### config.mk
export PLATFORM = sky130hd
export DESIGN_NAME = dynamic_output_arbiter
export DESIGN_NICKNAME = d
export VERILOG_FILES = /design/src/rtl/dynamic_node_pkg.sv /design/src/rtl/rr_pick5.sv /design/src/rtl/dynamic_output_arbiter.sv
export SDC_FILE = /design/constraint.sdc
export NUM_CORES = 1
export LEC_CHECK = 0
export ABC_CLOCK_PERIOD_IN_PS = 5200
export BUFFER_PORTS_ARGS = -buffer_cell sky130_fd_sc_hd__clkbuf_2
export CAP_MARGIN = 20
export CORE_MARGIN = 4
export CORE_UTILIZATION = 43
export DETAILED_ROUTE_END_ITERATION = 8
export PLACE_DENSITY = 0.69
export SLEW_MARGIN = 30
export SYNTH_ARGS = -nofsm -noshare
export SYNTH_HDL_FRONTEND = slang
export SYNTH_SLANG_ARGS = --single-unit
export TNS_END_PERCENT = 5
### constraint.sdc
create_clock -name clk -period 5.2 [get_ports clk]
set_input_delay 1.04 -clock clk [delete_from_list [all_inputs] [get_ports clk]]
set_output_delay 1.04 -clock clk [all_outputs]
set_load 0.03 [all_outputs]
### src/rtl/dynamic_node_pkg.sv
// Shared constants for the dynamic-node output arbiter: port indices,
// the "no owner" mux select and the two-state FSM encoding.
package dynamic_node_pkg;

  localparam int unsigned NPORTS = 5;

  localparam logic [2:0] PORT_N = 3'd0;
  localparam logic [2:0] PORT_E = 3'd1;
  localparam logic [2:0] PORT_S = 3'd2;
  localparam logic [2:0] PORT_W = 3'd3;
  localparam logic [2:0] PORT_P = 3'd4;

  localparam logic [2:0] SEL_NONE = 3'd7;

  localparam logic [0:0] ST_IDLE  = 1'b0;
  localparam logic [0:0] ST_ROUTE = 1'b1;

  // Next port index, wrapping P back to N.
  function automatic logic [2:0] wrap_inc(input logic [2:0] p);
    return (p == PORT_P) ? PORT_N : p + 3'd1;
  endfunction

endpackage

### src/rtl/rr_pick5.sv
// Combinational 5-way round-robin picker: first candidate found searching
// upward (mod 5) starting one past rr_ptr.
module rr_pick5
  import dynamic_node_pkg::*;
(
  input  logic [4:0] cand,
  input  logic [2:0] rr_ptr,
  output logic [2:0] winner,
  output logic       found
);

  always_comb begin
    logic [2:0] idx;
    winner = '0;
    found  = 1'b0;
    idx    = rr_ptr;
    for (int unsigned k = 0; k < NPORTS; k++) begin
      idx = wrap_inc(idx);
      if (!found && cand[idx]) begin
        found  = 1'b1;
        winner = idx;
      end
    end
  end

endmodule

### src/rtl/dynamic_output_arbiter.sv
// Wormhole output arbiter: round-robin header arbitration, packet ownership
// until the tail, and credit-based flow control towards the downstream buffer.
module dynamic_output_arbiter
  import dynamic_node_pkg::*;
#(
  parameter int unsigned CREDITS = 4,
  parameter int unsigned LEN_W   = 8
) (
  input  logic               clk,
  input  logic               rst_n,
  input  logic [4:0]         req_valid,
  input  logic [4:0]         req_head,
  input  logic [5*LEN_W-1:0] req_len,
  input  logic               yummy_in,
  output logic [4:0]         grant,
  output logic [2:0]         sel,
  output logic               out_valid
);

  localparam int unsigned    CW       = 4;
  localparam logic [CW-1:0]  CRED_MAX = CW'(CREDITS);
  localparam logic [CW-1:0]  CRED_ONE = CW'(1);
  localparam logic [LEN_W:0] REM_ONE  = (LEN_W + 1)'(1);

  logic [0:0]       state;
  logic [2:0]       owner;
  logic [2:0]       rr_ptr;
  logic [LEN_W:0]   remaining;
  logic [CW-1:0]    credit;

  logic [4:0]       cand;
  logic [2:0]       winner;
  logic             found;
  logic [LEN_W-1:0] win_len;
  logic             xfer;

  assign cand = req_valid & req_head;

  rr_pick5 u_pick (
    .cand   (cand),
    .rr_ptr (rr_ptr),
    .winner (winner),
    .found  (found)
  );

  always_comb begin
    win_len = '0;
    for (int unsigned i = 0; i < NPORTS; i++) begin
      if (winner == 3'(i)) win_len = req_len[i*LEN_W +: LEN_W];
    end
  end

  // Outputs depend only on registered state, req_valid and registered credit,
  // so yummy_in never reaches an output combinationally.
  assign xfer      = (state == ST_ROUTE) && req_valid[owner] && (credit != '0);
  assign sel       = (state == ST_ROUTE) ? owner : SEL_NONE;
  assign out_valid = xfer;
  assign grant     = xfer ? (5'b00001 << owner) : '0;

  always_ff @(posedge clk or negedge rst_n) begin
    if (!rst_n) begin
      state     <= ST_IDLE;
      owner     <= PORT_N;
      remaining <= '0;
      rr_ptr    <= PORT_P;
    end else begin
      case (state)
        ST_IDLE: begin
          if (found) begin
            state     <= ST_ROUTE;
            owner     <= winner;
            remaining <= {1'b0, win_len} + REM_ONE;
            rr_ptr    <= winner;
          end
        end
        default: begin
          if (xfer) begin
            remaining <= remaining - REM_ONE;
            if (remaining == REM_ONE) state <= ST_IDLE;
          end
        end
      endcase
    end
  end

  always_ff @(posedge clk or negedge rst_n) begin
    if (!rst_n) begin
      credit <= CRED_MAX;
    end else begin
      case ({xfer, yummy_in})
        2'b10:   credit <= credit - CRED_ONE;
        2'b01:   if (credit != CRED_MAX) credit <= credit + CRED_ONE;
        default: credit <= credit;
      endcase
    end
  end

  credit_overflow: assert property (@(posedge clk) disable iff (!rst_n)
    !(yummy_in && !xfer && (credit == CRED_MAX)));

endmodule

### After elaboration in Yosys (flattened, before gate mapping)

Cells that the tools add are included.

| storage, ports and cells | value |
|---|---|
| flip-flop bits (word level) | 20 |
| logic and storage cells | 98 |

| cells by class | value |
|---|---|
| bitwise gates (word level) | 2 |
| reduce and logical (&&, ||, !) cells | 17 |
| mux-type cells | 43 |
| add/subtract/negate cells | 9 |
| shift-type cells | 1 |
| $lt $le $gt $ge | 6 |
| eq/ne operators | 15 |

Operator list:

| operator | number |
|---|---|
| $mux W8 | 5 |
| $mux W3 | 11 |
| $mux W9 | 3 |
| $lt A3 B4 Y1 const B | 6 |
| $bmux W1 S3 | 6 |
| $eq A3 B3 Y1 const B | 6 |
| $add A3 B1 Y3 const B | 5 |
| $mux W1 | 15 |
| $add A8 B1 Y9 const B | 1 |
| $eq A9 B1 Y1 const B | 1 |
| $sub A9 B1 Y9 const B | 1 |
| $pmux W4 S2 | 1 |
| $eq A3 B2 Y1 const B | 2 |
| $logic_and A1 B1 Y1 | 6 |
| $reduce_and A2 Y1 | 3 |
| $and A5 B5 Y5 | 1 |
| $mux W5 | 1 |
| $shl A1 B3 Y5 const A | 1 |
| $add A4 B1 Y4 const B | 1 |
| $logic_not A1 Y1 | 4 |
| $mux W4 | 1 |
| $ne A4 B3 Y1 const B | 1 |
| $reduce_bool A2 Y1 | 2 |
| $reduce_bool A4 Y1 | 1 |
| 8 further kinds | 8 |

### Logic depth before layout (Yosys ltp)

| logic depth | value |
|---|---|
| word-level depth | 26 |
| gate-level depth with buffers | 24 |
| depth with buffers taken out | 21 |

### Hierarchy

From an unflattened synthesis, not the netlist that was laid out.

| unflattened totals | value |
|---|---|
| cells, all modules | 334 |
| area total of the unflattened synthesis | 2735.1 um^2 |

By module, submodules not included:

| module | cells each | times used | area an instance (um^2) | seq. area each (um^2) |
|---|---|---|---|---|
| dynamic_output_arbiter | 198 | 1 | 1742.9 | 452.9 |
| rr_pick5 | 136 | 1 | 992.2 | 0.0 |

### Worst setup path before layout

No wires, ideal clock.

| path | value |
|---|---|
| kind | reg2reg |
| from | register owner[0] |
| to | register remaining[8] |
| clock period less this slack | 5.585 ns |
| data required time | 5.096 ns |
| buffers on the path | 3 |
| cell stages (with the launch flop) | 24 |
| setup slack | -0.385 ns |
| data arrival time | 5.481 ns |
| cells stage by stage | dfrtp_1 clkbuf_1 inv_1 ha_1 a21oi_1 inv_1 ha_1 o21ai_1 a22oi_4 ha_1 nand3b_1 a222oi_1 a22oi_1 nor3_1 a311oi_1 and4bb_1 or4b_1 buf_2 and2_1 buf_4 a311o_1 or2_4 or3_1 o41ai_2 |

| between the ends | value |
|---|---|
| longest elaborated chain between the ends | 6 |

Ends and longest elaborated chain:

| element | RTL line | text |
|---|---|---|
| from (decl) | dynamic_output_arbiter.sv:26 | `logic [2:0] owner;` |
| from (signal assigned) | dynamic_output_arbiter.sv:71 | `owner <= winner;` |
| $bmux W1 S3 | dynamic_output_arbiter.sv:55 | `assign xfer = (state == ST_ROUTE) && req_valid[owner] && (credit != '0);` |
| $mux W1 (implied by the code) | dynamic_output_arbiter.sv:55 |  |
| $logic_and A1 B1 Y1 (2 in series) | dynamic_output_arbiter.sv:55 |  |
| $ne A2 B1 Y1 (no source line) | - |  |
| $reduce_and A2 Y1 (no source line) | - |  |
| to (signal assigned) | dynamic_output_arbiter.sv:72 | `remaining <= {1'b0, win_len} + REM_ONE;` |
| to (signal assigned) | dynamic_output_arbiter.sv:78 | `remaining <= remaining - REM_ONE;` |
| to (decl) | dynamic_output_arbiter.sv:28 | `logic [LEN_W:0] remaining;` |

Every way passes these cells. The select of a mux whose other input is x is not followed.
A chain may end at the register's enable or synchronous reset.

### Worst setup path after layout

| path | value |
|---|---|
| from | register owner[1] |
| to | register remaining[8] |

The elaborated chain is that of the path after synthesis.

==> impl_metrics.xml <==
<?xml version="1.0" encoding="UTF-8"?>
<metrics>
  <group name="cells_and_area">
    <metric name="fin_util" unit="%">55.91</metric>
    <metric name="num-fill-cells" unit="">542</metric>
    <metric name="num_antenna_cells" unit="">0</metric>
    <metric name="syn2layout_area_growth" unit="%">26.38</metric>
    <metric name="post_route_cells_drive_above_1_share" unit="%">31.36</metric>
    <metric name="layout.nets" unit="">473</metric>
  </group>
  <group name="worst_setup_path">
    <metric name="criticalPathCategory" unit="">reg -&gt; reg</metric>
    <metric name="critical_path.max_fanout" unit="">6</metric>
    <metric name="timing.reg2reg.setup_slack" unit="ps">90</metric>
    <metric name="worst-r2r-cell-count" unit="">21</metric>
    <metric name="rr_startpoint" unit="">owner[1]</metric>
    <metric name="cp_slowest_cell" unit="">or4b_1</metric>
    <metric name="timing.critical_path.slowest_cell_delay" unit="ps">460</metric>
    <metric name="crit_path_start_kind" unit="">flip-flop</metric>
    <metric name="setup.worst_path.start" unit="">owner[1]</metric>
    <metric name="timing.critical_path.required" unit="ps">5350</metric>
    <metric name="timing.critical_path.cells" unit="">inv_1 -&gt; ha_1 -&gt; inv_1 -&gt; ha_1 -&gt; o21ai_2 -&gt; a22oi_4 -&gt; ha_2 -&gt; nor4_1 -&gt; o22ai_1 -&gt; o21a_2 -&gt; nor4_1 -&gt; a311oi_2 -&gt; buf_4 -&gt; or4b_1 -&gt; o211ai_1 -&gt; buf_4 -&gt; a221oi_1 -&gt; a311o_1 -&gt; or2_4 -&gt; or3_1 -&gt; o41ai_2</metric>
    <metric name="critical_path.reg2reg.endpoint" unit="">remaining[8]</metric>
    <metric name="arrival" unit="ps">5270</metric>
    <metric name="setup.worst_path.end_class" unit="">flip-flop</metric>
  </group>
  <group name="yosys">
    <metric name="synthArstFlopShare" unit="%">100.0</metric>
    <metric name="synth.lib_cells_used.distinct" unit="">71</metric>
    <metric name="ys_ff_latch" unit="">18</metric>
    <metric name="number_of_warning_messages_in_the_yosys_log" unit="">0</metric>
    <metric name="synth_most_common_cell" unit="">nand2_1</metric>
    <metric name="synthCells" unit="">328</metric>
    <metric name="synth.cells.most_frequent" unit="">nand2_1, a21oi_1, nor2_1</metric>
    <metric name="yosys.area.top_type_share" unit="%">15.38</metric>
    <metric name="synth_top_cell_by_area" unit="">dfrtp_1</metric>
    <metric name="synth_area_per_cell" unit="um2">7.938</metric>
    <metric name="synth_seq_area_share" unit="%">17.40</metric>
    <metric name="count_of_flip_flops_with_a_built_in_enable_after_synthesis" unit="">0</metric>
    <metric name="synthesis.area" unit="um2">2604</metric>
    <metric name="mappedNetlistNets" unit="">395</metric>
    <metric name="synth_area_leaders" unit="">dfrtp_1, ha_1, mux2i_1, a21oi_1, nand2_1</metric>
    <metric name="synthFlopType" unit="">dfrtp_1</metric>
  </group>
  <group name="global_routing">
    <metric name="globalRouteMet2Util" unit="%">31.64</metric>
    <metric name="grt_pass1_wl" unit="um">11850</metric>
    <metric name="grt-busiest-layer" unit="">met2</metric>
    <metric name="met1_usage" unit="%">27.42</metric>
    <metric name="grt_pass1_vias" unit="">2568</metric>
    <metric name="largest_net_degree_at_the_start_of_global_routing" unit="">19</metric>
    <metric name="initial_antenna_violation_count" unit="">0</metric>
    <metric name="grt-ovfl-total" unit="">0</metric>
    <metric name="grt_use_total" unit="%">19.60</metric>
    <metric name="gr_met3_demand_resource" unit="%">3.650</metric>
  </group>
  <group name="hold_path">
    <metric name="hold_path_startpoint" unit="">credit[3]</metric>
    <metric name="min_delay_worst_endpoint" unit="">credit[3]</metric>
    <metric name="holdCritPathClass" unit="">reg -&gt; reg</metric>
    <metric name="holdPathStages" unit="">1</metric>
  </group>
  <group name="drt">
    <metric name="number_of_design_rule_violations_left_after_detail_routing" unit="">0</metric>
    <metric name="post_drt_via_cell_ratio" unit="">6.077</metric>
    <metric name="wirelength" unit="um">7606</metric>
    <metric name="post_drt_wl_per_cell" unit="um">15.85</metric>
    <metric name="ant_nets" unit="">0</metric>
    <metric name="routed-via-count" unit="">2917</metric>
    <metric name="dr.pass1.iters" unit="">5</metric>
    <metric name="initialDrtViolationCount" unit="">219</metric>
  </group>
  <group name="clock_tree">
    <metric name="clock_tree.root_cell" unit="">clkbuf_8</metric>
    <metric name="tritoncts" unit="">yes</metric>
    <metric name="clock_tree_buffer_depth" unit="">2</metric>
    <metric name="cts_sinks" unit="">18</metric>
    <metric name="clk_latency" unit="ps">260</metric>
    <metric name="tritoncts.num_buffers" unit="">3</metric>
    <metric name="htree_num_levels" unit="">1</metric>
    <metric name="ctsHoldBuffers" unit="">0</metric>
    <metric name="clock_transition_time_at_the_flip_flop_clock_pins_of_the_worst_setup_and_hold_paths" unit="ps">70</metric>
  </group>
  <group name="floorplanning">
    <metric name="floorplan.die.height" unit="um">85.82</metric>
    <metric name="ios" unit="">62</metric>
    <metric name="die-area" unit="um2">7364</metric>
    <metric name="core_area" unit="um2">5886</metric>
    <metric name="floorplan.initialDensity" unit="%">44.24</metric>
    <metric name="die_w" unit="um">85.82</metric>
    <metric name="core.rowCount" unit="">28</metric>
  </group>
  <group name="timing">
    <metric name="report.final.hold_viol_count" unit="">0</metric>
    <metric name="finClkSkew" unit="ps">6.424</metric>
    <metric name="timing.final.crit_period" unit="ps">5114</metric>
    <metric name="setup_violations" unit="">0</metric>
    <metric name="timing.max_slew.rel_slack" unit="%">45.14</metric>
    <metric name="worst_slew_pin_slew" unit="ps">800.1</metric>
    <metric name="setup_tns" unit="ps">0</metric>
    <metric name="final_min_period_over_clock_period" unit="%">98.35</metric>
    <metric name="timing.final.max_slew_violations" unit="">0</metric>
    <metric name="fmax" unit="MHz">195.5</metric>
    <metric name="rsz0062_at_grt" unit="">yes</metric>
  </group>
  <group name="flow_run">
    <metric name="maxCapViolations" unit="">0</metric>
  </group>
  <group name="place">
    <metric name="dp.final_hpwl" unit="um">5990</metric>
    <metric name="place.port_buffers" unit="">61</metric>
    <metric name="finalWeightedCongestion" unit="">0.9191</metric>
  </group>
  <group name="status">
    <metric name="run_status" unit="">complete, no violations</metric>
  </group>
</metrics>
-- state kept, by name (all words and copies together) (netlist names) --
name	flops
remaining	9
owner	3
rr_ptr	1
state	1
credit	4
-- cell families (layout without fill, tap and decap cells) --
group | after synthesis | count (layout) | share of synthesized area [%]
mux | 20 | 20 | 9.370
fa+ha+maj | 14 | 14 | 7.016
flops | 18 | 18 | 17.40
xor+xnor | 4 | 4 | 1.345
buf+inv | 29 | 106 | 4.709
compound gates | 118 | 118 | 33.73
simple gates | 125 | 125 | 26.43
-- per-stage QoR --
step	setup slack, ps	hold slack, ps	std cells	cell area [um2]
after floorplan	2.668	469.9	328	2621
after global placement	97.36	490.5	468	3074
after detailed placement	22.39	495.6	468	3074
after CTS	63.01	505.3	472	3132
after global routing	-94.49	530.5	480	3291
final	86.03	501.1	480	3291
-- cell usage in the layout, fill, tap and decap left out, drive strengths merged, types with 4 or more instances in the layout --
cell type and instances:
nor3 11, o211ai 9, nand2 26, mux2 5
nor2 20, a211oi 6, o31ai 5, and2 10
ha 13, a31oi 5, a22oi 4, xnor2 4
buf 23, a2bb2oi 5, dfrtp 16, nor4 8
o21a 7, a21o 7, nand3 14, o21ai 17
a21oi 21, inv 18, clkbuf 65, or3 8
nand2b 5, mux2i 12, a311oi 4, a221oi 4
-- routing by layer --
metal | part of all wire, % | vias to the layer above
li1 | - | 1446
met1 | 46 | 1354
met2 | 46 | 109
met3 | 7.1 | 8
met4 | 1.0 | 0
met5 | 0 | -
-- what timing repair did --
| item | in CTS | in global routing |
|---|---|---|
| setup endpoints to repair | 1 | 8 |
| gates cloned | 0 | 0 |
| hold endpoints to repair | 0 | 0 |
| resized for setup | 1 | 19 |
| pin swaps | 0 | 8 |
| buffers inserted | 0 | 8 |
-- worst max-delay path: cells and delay by family (launching register included) --
family | cells | cell delay, ps
AOI/OAI and AO/OA | 9 | 2000
adders and majority gates | 3 | 770
buffers and inverters | 4 | 590
DFF | 1 | 380
and+or+nand+nor | 5 | 1270
-- worst max-delay path by stage --
stage | end | slack, ps | cells past startpoint
floorplan | remaining[8] | 3 | 23
global placement | remaining[8] | 100 | 19
detailed placement | remaining[8] | 20 | 20
CTS | remaining[6] | 60 | 20
global route | remaining[7] | -90 | 21
finish | remaining[8] | 90 | 21
-- layout make-up --
cell class	count	area (um2)	share of cell area [%]
Sequential cell	18	452.9	13.76
Multi-Input combinational cell	281	2140	65.02
Inverter	18	67.56	2.053
Tap cell	75	93.84	2.852
Timing Repair Buffer	84	481.7	14.64
Clock buffer	4	55.05	1.673
Power is not shown: default switching activity piles up to over one toggle a cycle in this logic, so the estimate is an artifact.
